--- config.mk ---
export PLATFORM = sky130hd
export DESIGN_NAME = enemies_collision_detector
export DESIGN_NICKNAME = d
export VERILOG_FILES = /design/src/rtl/enemies_pkg.sv /design/src/rtl/collision_frame_latch.sv /design/src/rtl/enemies_collision_detector.sv
export SDC_FILE = /design/constraint.sdc
export NUM_CORES = 1
export LEC_CHECK = 0
export CAP_MARGIN = 20
export CORE_MARGIN = 4
export CORE_UTILIZATION = 52
export DETAILED_ROUTE_END_ITERATION = 8
export DONT_BUFFER_PORTS = 1
export GPL_TIMING_DRIVEN = 0
export PLACE_DENSITY_LB_ADDON = 0.1
export SYNTH_ARGS = -nofsm -noshare
export SYNTH_HDL_FRONTEND = slang
export SYNTH_SLANG_ARGS = --single-unit
--- constraint.sdc ---
create_clock -name clk -period 1.75 [get_ports clk]
set_input_delay 0.2625 -clock clk [delete_from_list [all_inputs] [get_ports clk]]
set_output_delay 0.2625 -clock clk [all_outputs]
set_load 0.02 [all_outputs]
--- src/rtl/enemies_pkg.sv ---
// Shared types and constants for the enemy collision logic.
package enemies_pkg;

  localparam int NUM_ENEMIES_MAX        = 8;
  localparam int FIXED_POINT_MULTIPLIER = 64;

  typedef logic [NUM_ENEMIES_MAX-1:0] enemy_mask_t;

  typedef enum logic {
    COLLECT = 1'b0,
    ISSUE   = 1'b1
  } det_state_t;

  // Keeps only the lowest set bit of the mask (two's-complement isolate).
  function automatic enemy_mask_t lowest_one_hot(input enemy_mask_t m);
    return m & (~m + enemy_mask_t'(1));
  endfunction

endpackage

--- src/rtl/collision_frame_latch.sv ---
// Per-enemy sticky hit/bounce latches. The strobe pixel starts a new frame,
// so on startOfFrame the latches reload instead of accumulating.
module collision_frame_latch (
  input  logic clk,
  input  logic resetN,
  input  logic startOfFrame,
  input  logic hit,
  input  logic bounce,
  output logic hitL,
  output logic bounceL
);

  always_ff @(posedge clk or negedge resetN) begin
    if (!resetN) begin
      hitL    <= 1'b0;
      bounceL <= 1'b0;
    end else if (startOfFrame) begin
      hitL    <= hit;
      bounceL <= bounce;
    end else begin
      hitL    <= hitL | hit;
      bounceL <= bounceL | bounce;
    end
  end

endmodule

--- src/rtl/enemies_collision_detector.sv ---
// Frame-based collision detector: latches shot/border/enemy overlaps during a
// frame and issues one-cycle kill/bounce pulses right after startOfFrame.
module enemies_collision_detector
  import enemies_pkg::*;
#(
  parameter int NUM_ENEMIES       = 4,
  parameter int SHOT_BLANK_FRAMES = 3,
  parameter int SCORE_WIDTH       = 8
) (
  input  logic                   clk,
  input  logic                   resetN,
  input  logic                   startOfFrame,
  input  logic [NUM_ENEMIES-1:0] enemyDrawingRequest,
  input  logic                   shotDrawingRequest,
  input  logic                   borderDrawingRequest,
  output logic [NUM_ENEMIES-1:0] shotCollision,
  output logic [NUM_ENEMIES-1:0] changeDirection,
  output logic                   shotHit,
  output logic [NUM_ENEMIES-1:0] aliveMask,
  output logic [SCORE_WIDTH-1:0] killCount,
  output logic                   allDead,
  output det_state_t             detState
);

  localparam int BLANK_W = (SHOT_BLANK_FRAMES < 1) ? 1 : $clog2(SHOT_BLANK_FRAMES + 1);
  localparam logic [BLANK_W-1:0] BLANK_LOAD = BLANK_W'(SHOT_BLANK_FRAMES);

  det_state_t             state, state_next;
  logic                   issue_event;
  logic [BLANK_W-1:0]     blank_cnt;
  logic                   blank_clear;
  logic [NUM_ENEMIES-1:0] active;
  logic [NUM_ENEMIES-1:0] hit, bounce;
  logic [NUM_ENEMIES-1:0] hit_l, bounce_l;
  logic [NUM_ENEMIES-1:0] kill_oh;
  logic                   any_kill;

  // Dead enemies vanish from detection, also as bounce partners.
  assign active      = enemyDrawingRequest & aliveMask;
  assign blank_clear = (blank_cnt == '0);

  for (genvar i = 0; i < NUM_ENEMIES; i++) begin : g_enemy
    localparam logic [NUM_ENEMIES-1:0] SELF = NUM_ENEMIES'(1) << i;
    logic others;

    assign others    = |(active & ~SELF);
    assign hit[i]    = active[i] & shotDrawingRequest & blank_clear;
    assign bounce[i] = active[i] & (borderDrawingRequest | others);

    collision_frame_latch u_latch (
      .clk          (clk),
      .resetN       (resetN),
      .startOfFrame (startOfFrame),
      .hit          (hit[i]),
      .bounce       (bounce[i]),
      .hitL         (hit_l[i]),
      .bounceL      (bounce_l[i])
    );
  end

  // The shot is a single object, so only the lowest-index hit becomes a kill.
  assign kill_oh  = NUM_ENEMIES'(lowest_one_hot(enemy_mask_t'(hit_l & aliveMask)));
  assign any_kill = |kill_oh;

  always_ff @(posedge clk or negedge resetN) begin
    if (!resetN) begin
      state <= COLLECT;
    end else begin
      state <= state_next;
    end
  end

  always_comb begin
    state_next  = COLLECT;
    issue_event = 1'b0;
    case (state)
      COLLECT: begin
        if (startOfFrame) begin
          state_next  = ISSUE;
          issue_event = 1'b1;
        end
      end
      ISSUE: begin
        if (startOfFrame) begin
          state_next  = ISSUE;
          issue_event = 1'b1;
        end
      end
      default: state_next = COLLECT;
    endcase
  end

  // Pulses are registered so they are high exactly during the ISSUE cycle.
  always_ff @(posedge clk or negedge resetN) begin
    if (!resetN) begin
      shotCollision   <= '0;
      changeDirection <= '0;
      shotHit         <= 1'b0;
    end else if (issue_event) begin
      shotCollision   <= kill_oh;
      changeDirection <= bounce_l & aliveMask & ~kill_oh;
      shotHit         <= any_kill;
    end else begin
      shotCollision   <= '0;
      changeDirection <= '0;
      shotHit         <= 1'b0;
    end
  end

  always_ff @(posedge clk or negedge resetN) begin
    if (!resetN) begin
      aliveMask <= '1;
      killCount <= '0;
      blank_cnt <= '0;
    end else if (issue_event) begin
      if (any_kill) begin
        aliveMask <= aliveMask & ~kill_oh;
        killCount <= (killCount == '1) ? killCount : killCount + SCORE_WIDTH'(1);
        blank_cnt <= BLANK_LOAD;
      end else if (!blank_clear) begin
        blank_cnt <= blank_cnt - BLANK_W'(1);
      end
    end
  end

  assign allDead  = ~|aliveMask;
  assign detState = state;

endmodule

-- Word level (Yosys, flattened, before mapping)
Cells that the tools add are included.
- register bits after elaboration: 32
- output and inout bits: 23
- logic and storage cells: 78
- reductions and logical operators: 11
- $add $sub $neg: 3
- eq/ne operators: 2
- multiplexer cells: 14
- bitwise operators: 33
- operators with widths (kind ; number):
    AND 4 bit ; 6
    AND 1 bit ; 12
    OR 1 bit ; 12
    OR reduction 3 bit ; 4
    two-way mux 1 bit ; 10
    adder 8 x 1 -> 8 bit (second input constant) ; 1
    equality test 8 bit (second input constant) ; 1
    two-way mux 4 bit ; 2
    NOT 4 bit ; 2
    OR reduction 4 bit ; 2
    adder 4 x 1 -> 4 bit (second input constant) ; 1
    two-way mux 2 bit ; 2
    AND reduction 2 bit ; 2
    AND reduction 3 bit ; 1
    zero test 2 bit ; 1
    inequality test 2 x 1 -> 1 bit (second input constant) ; 1
    subtractor 2 x 1 -> 2 bit (second input constant) ; 1
    zero test 1 bit ; 1
    NOT 1 bit ; 1

-- Longest topological paths before layout
- word-level depth: 7
- mapped depth: 6
- depth with buffers taken out: 5

-- By module
A second synthesis with hierarchy kept.
- cell total of the unflattened synthesis: 118
- area, all modules: 1362.6 µm²
- by module, submodules not included (module ; cells each ; area each (µm²) ; times used):
    enemies_collision_detector ; 98 ; 1087.3 ; 1
    collision_frame_latch ; 5 ; 68.8 ; 4

-- Worst setup path before layout
OpenSTA, ideal clock, no wires.
- path kind: register to register
- from: register aliveMask[0]
- to: register killCount[1]
- period minus slack after synthesis: 1654 ps
- arrival: 1529 ps
- cell stages (with the launch flop): 5
- path slack: 96 ps
- buffers on the path: 0
- library setup time: 125 ps
- cell sequence: dfstp_2 > a222oi_1 > a21o_4 > nor2_2 > mux2_4
- longest elaborated chain between the ends: 6
- RTL lines (element ; line ; text):
    start: declaration ; enemies_collision_detector.sv:19 ; output logic [NUM_ENEMIES-1:0] aliveMask,
    start signal: assignment ; enemies_collision_detector.sv:117 ; aliveMask <= aliveMask & ~kill_oh;
    AND 4 bit * ; enemies_collision_detector.sv:62 ; assign kill_oh = NUM_ENEMIES'(lowest_one_hot(enemy_mask_t'(hit_l & aliveMask)));
    NOT 4 bit ; enemies_pkg.sv:16 ; return m & (~m + enemy_mask_t'(1));
    adder 4 x 1 -> 4 bit ; enemies_pkg.sv:16 ;
    AND 4 bit * ; enemies_pkg.sv:16 ;
    OR reduction 4 bit * ; enemies_collision_detector.sv:63 ; assign any_kill = |kill_oh;
    AND reduction 3 bit (no source line) * ; - ;
    end signal: assignment ; enemies_collision_detector.sv:118 ; killCount <= (killCount == '1) ? killCount : killCount + SCORE_WIDTH'(1);
    end: declaration ; enemies_collision_detector.sv:20 ; output logic [SCORE_WIDTH-1:0] killCount,
Every way passes the cells marked *; elsewhere a longest branch is shown, timed or not.
A chain may end at the register's enable or synchronous reset.

-- Worst setup path after layout
- from: register aliveMask[1]
- to: register killCount[1]
Same word-level chain as after synthesis.

==> results.txt <==
Max Buffers Root-to-Sink = 2
Initial antenna violation count = 0
Critical Path Fanout Max = 8
CP startpoint kind = register
Final worst-path cycle share = 96.46%
Post-synthesis instance total = 112
Port bufs = 0
CP Buf/Inv Count = 0
GR Overflow Total = 0
TritonCTS clock tree = done
First DRT Iteration DRCs = 23
YS warnings = 0
Initial Util = 57.14%
Final setup fails = 0
Vias in the first global route = 894
Non-filler cells, final = 154
Clk Latency, worst-skew pair = 0.33 ns
Worst path cell trace = a222oi_1, a21o_4, nor2_4, mux2_4
Min-Delay Endpoint = g_enemy[3].u_latch.hitL$_DFF_PN0_
Crit path DAT = 1.91 ns
Peak Freq = 592.4 MHz
Avg WL per Cell = 16.67 µm
Crit Path Class = register to register
Clock Tree Root = clkbuf_4
WL final = 2.567 mm
Area grow syn2layout = 14.11%
TritonCTS buffer count = 5
Hold WC Path Type = input pin to register
DRT antenna net count = 0
H-tree Lvls = 2
Critical Path RT = 1.97 ns
Filler cells = 193
DRC = 0
Pin count of the biggest net entering global routing = 33
Maximum capacitance violations = 0
Most common cell after layout, fill and taps aside = dfrtp_1
Most frequent cells in the layout = dfrtp_1 (26), nand2_1 (16), a21oi_1 (6), o2bb2ai_1 (6), clkbuf_4 (5)
Clk_skew = 0.008275 ns
R2r setup slk = 0.06 ns
Tot GR Track Use = 16.71%
Crit. End Element = register
Layout cell share with drive strength beyond 1 = 21.43%
N_diodes = 0
Synthesized flop and latch total = 32
R2r endpoint = killCount[1]$_DFFE_PN0P_
Die area = 3392 µm²
Critical-path top delay cell = dfstp_2
Final TNS setup = 0 ns
Multi-input logic area = 521.8 µm²
Register area = 808.3 µm²
Placed Cells = 140
Slew headroom = 59.29%
Power Dens Cells = 891.1 nW/µm²
DIE HEIGHT = 58.24 µm
Critical R2R Launch = aliveMask[1]$_DFFE_PN1P_
Via count = 928
Fin. Hold Viols = 0
Worst slew pin tran = 0.6056 ns
Worst vdd ir = 0.6424 mV
Min cycle time layout = 1.688 ns
Overall die width = 58.24 µm
Reg clk slew, reported paths = 0.10 ns
# rows = 17
Reg2Reg Depth = 4
Leak = 0.6570 nW
Worst Hold Launch = enemyDrawingRequest[3]
Hold Path Cell Cnt = 2
RePlAce Congestion = 0.8053
NumNets Final = 136
Fin. max-slew vios = 0
Syn nets = 123
Result of the run = completed
Sequential fraction of the synthesis area = 61.39%
Vias/cell = 6.026
Synth unique cells = 35
Cell Area, Synth = 1313 µm²
Clock sinks = 32
CP max stage delay = 0.68 ns
Hold slack = 0.1052 ns
DP HPWL = 1.679 mm
Placeable Area = 2297 µm²
Syn_area_per_cell = 11.72 µm²
Ports = 32
Largest delay share family, worst path = flip-flops
First-pass GRT wire length = 4.146 mm
DRT Pass-1 Iters = 6
power by group:
part           switching [W]  internal, W  total, W  leakage [nW]
sequential         0.0000237     0.000770  0.000793         0.414
combinational      0.0000816    0.0000595  0.000141         0.213
clock               0.000244     0.000156  0.000400        0.0293
per-layer routing:
layer | routed length [µm] | GRT usage [%] | vias to the layer above
met5 | 0 | 0 | -
met4 | 38 | 8.940 | 0
met3 | 175 | 6.682 | 4
met2 | 1323 | 26.45 | 32
met1 | 1030 | 19.37 | 457
li1 | - | - | 435
registers in the layout (all words and copies together) (netlist names):
name	count
g_enemy.u_latch.bounceL	4
shotHit	1
blank_cnt	2
aliveMask	4
changeDirection	4
shotCollision	4
g_enemy.u_latch.hitL	4
killCount	8
detState	1
logic make-up after synthesis:
| family | count (synthesis) | share of synthesized area (%) |
|---|---|---|
| AOI/OAI and AO/OA | 24 | 13.63 |
| xor gates and xnor gates | 5 | 3.336 |
| adders and majority gates | 2 | 1.906 |
| buffers and inverters | 6 | 1.810 |
| DFF | 32 | 61.39 |
| muxes | 2 | 2.002 |
| and+or+nand+nor | 41 | 15.92 |
worst max-delay path by stage:
stage	from	to	slack, ns	cells after the start
floorplan	aliveMask[0]$_DFFE_PN1P_	killCount[1]$_DFFE_PN0P_	0.1	4
detailed placement	aliveMask[0]$_DFFE_PN1P_	killCount[1]$_DFFE_PN0P_	-0.02	4
global placement	aliveMask[0]$_DFFE_PN1P_	killCount[1]$_DFFE_PN0P_	-0.01	4
CTS	aliveMask[1]$_DFFE_PN1P_	killCount[1]$_DFFE_PN0P_	-0.001	4
global route	aliveMask[1]$_DFFE_PN1P_	killCount[5]$_DFFE_PN0P_	-0.01	4
finish	aliveMask[1]$_DFFE_PN1P_	killCount[1]$_DFFE_PN0P_	0.06	4
per-stage QoR:
step | total power, W | worst slack, ns | cell area [µm²] | util (%)
after floorplan | 0.0009005 | 0.09590 | 1313 | -
after global placement | 0.0009160 | -0.01340 | 1348 | 58.66
after detailed placement | 0.0009273 | -0.02369 | 1348 | 58.66
after CTS | 0.001353 | -0.001034 | 1455 | 63.34
after global routing | 0.001411 | -0.01255 | 1498 | 65.20
final | 0.001335 | 0.06200 | 1498 | 65.20
cells in the mapped netlist:
cell	count	area (µm²)
a211oi_1	1	7.510
a21o_1	1	7.510
mux2_4	1	15.01
nor2_2	2	12.51
inv_1	4	15.01
o21a_1	1	7.510
o2bb2ai_1	6	52.55
nor2_1	5	18.77
nand4_1	2	12.51
dfrtp_1	28	700.7
nand2_1	16	60.06
inv_2	1	3.750
and4b_1	1	10.01
nand3_1	4	20.02
and4b_2	1	11.26
nand2b_1	1	6.260
mux2_1	1	11.26
o22ai_1	1	6.260
a21oi_1	6	30.03
xnor2_1	1	8.760
and2_1	1	6.260
a222oi_1	1	10.01
nor4_1	3	18.77
a31oi_1	3	18.77
buf_2	1	5.000
o211ai_1	1	7.510
dfstp_2	4	105.1
a221oi_1	1	8.760
ha_1	2	25.02
nor3_1	1	5.000
a21boi_0	1	7.510
a21o_4	1	15.01
and4_1	1	8.760
xor2_1	4	35.03
nor2b_1	3	18.77
repair_timing:
action	in CTS	in global routing
pin swaps	1	2
resized for setup	1	8
hold buffers	3	0
buffers inserted	2	1
setup endpoints to repair	5	4
cloned	0	0
endpoints found under the hold margin	33	0
area by class of cell:
cell class | count | area share (%)
Sequential cell | 32 | 53.97
Multi-Input combinational cell | 74 | 34.84
Timing Repair Buffer | 6 | 3.926
Clock buffer | 7 | 3.008
Tap cell | 28 | 2.339
Inverter | 5 | 1.253
Clock inverter | 1 | 0.3342
Buffer | 1 | 0.3342
(Power assumes the default switching activity.)
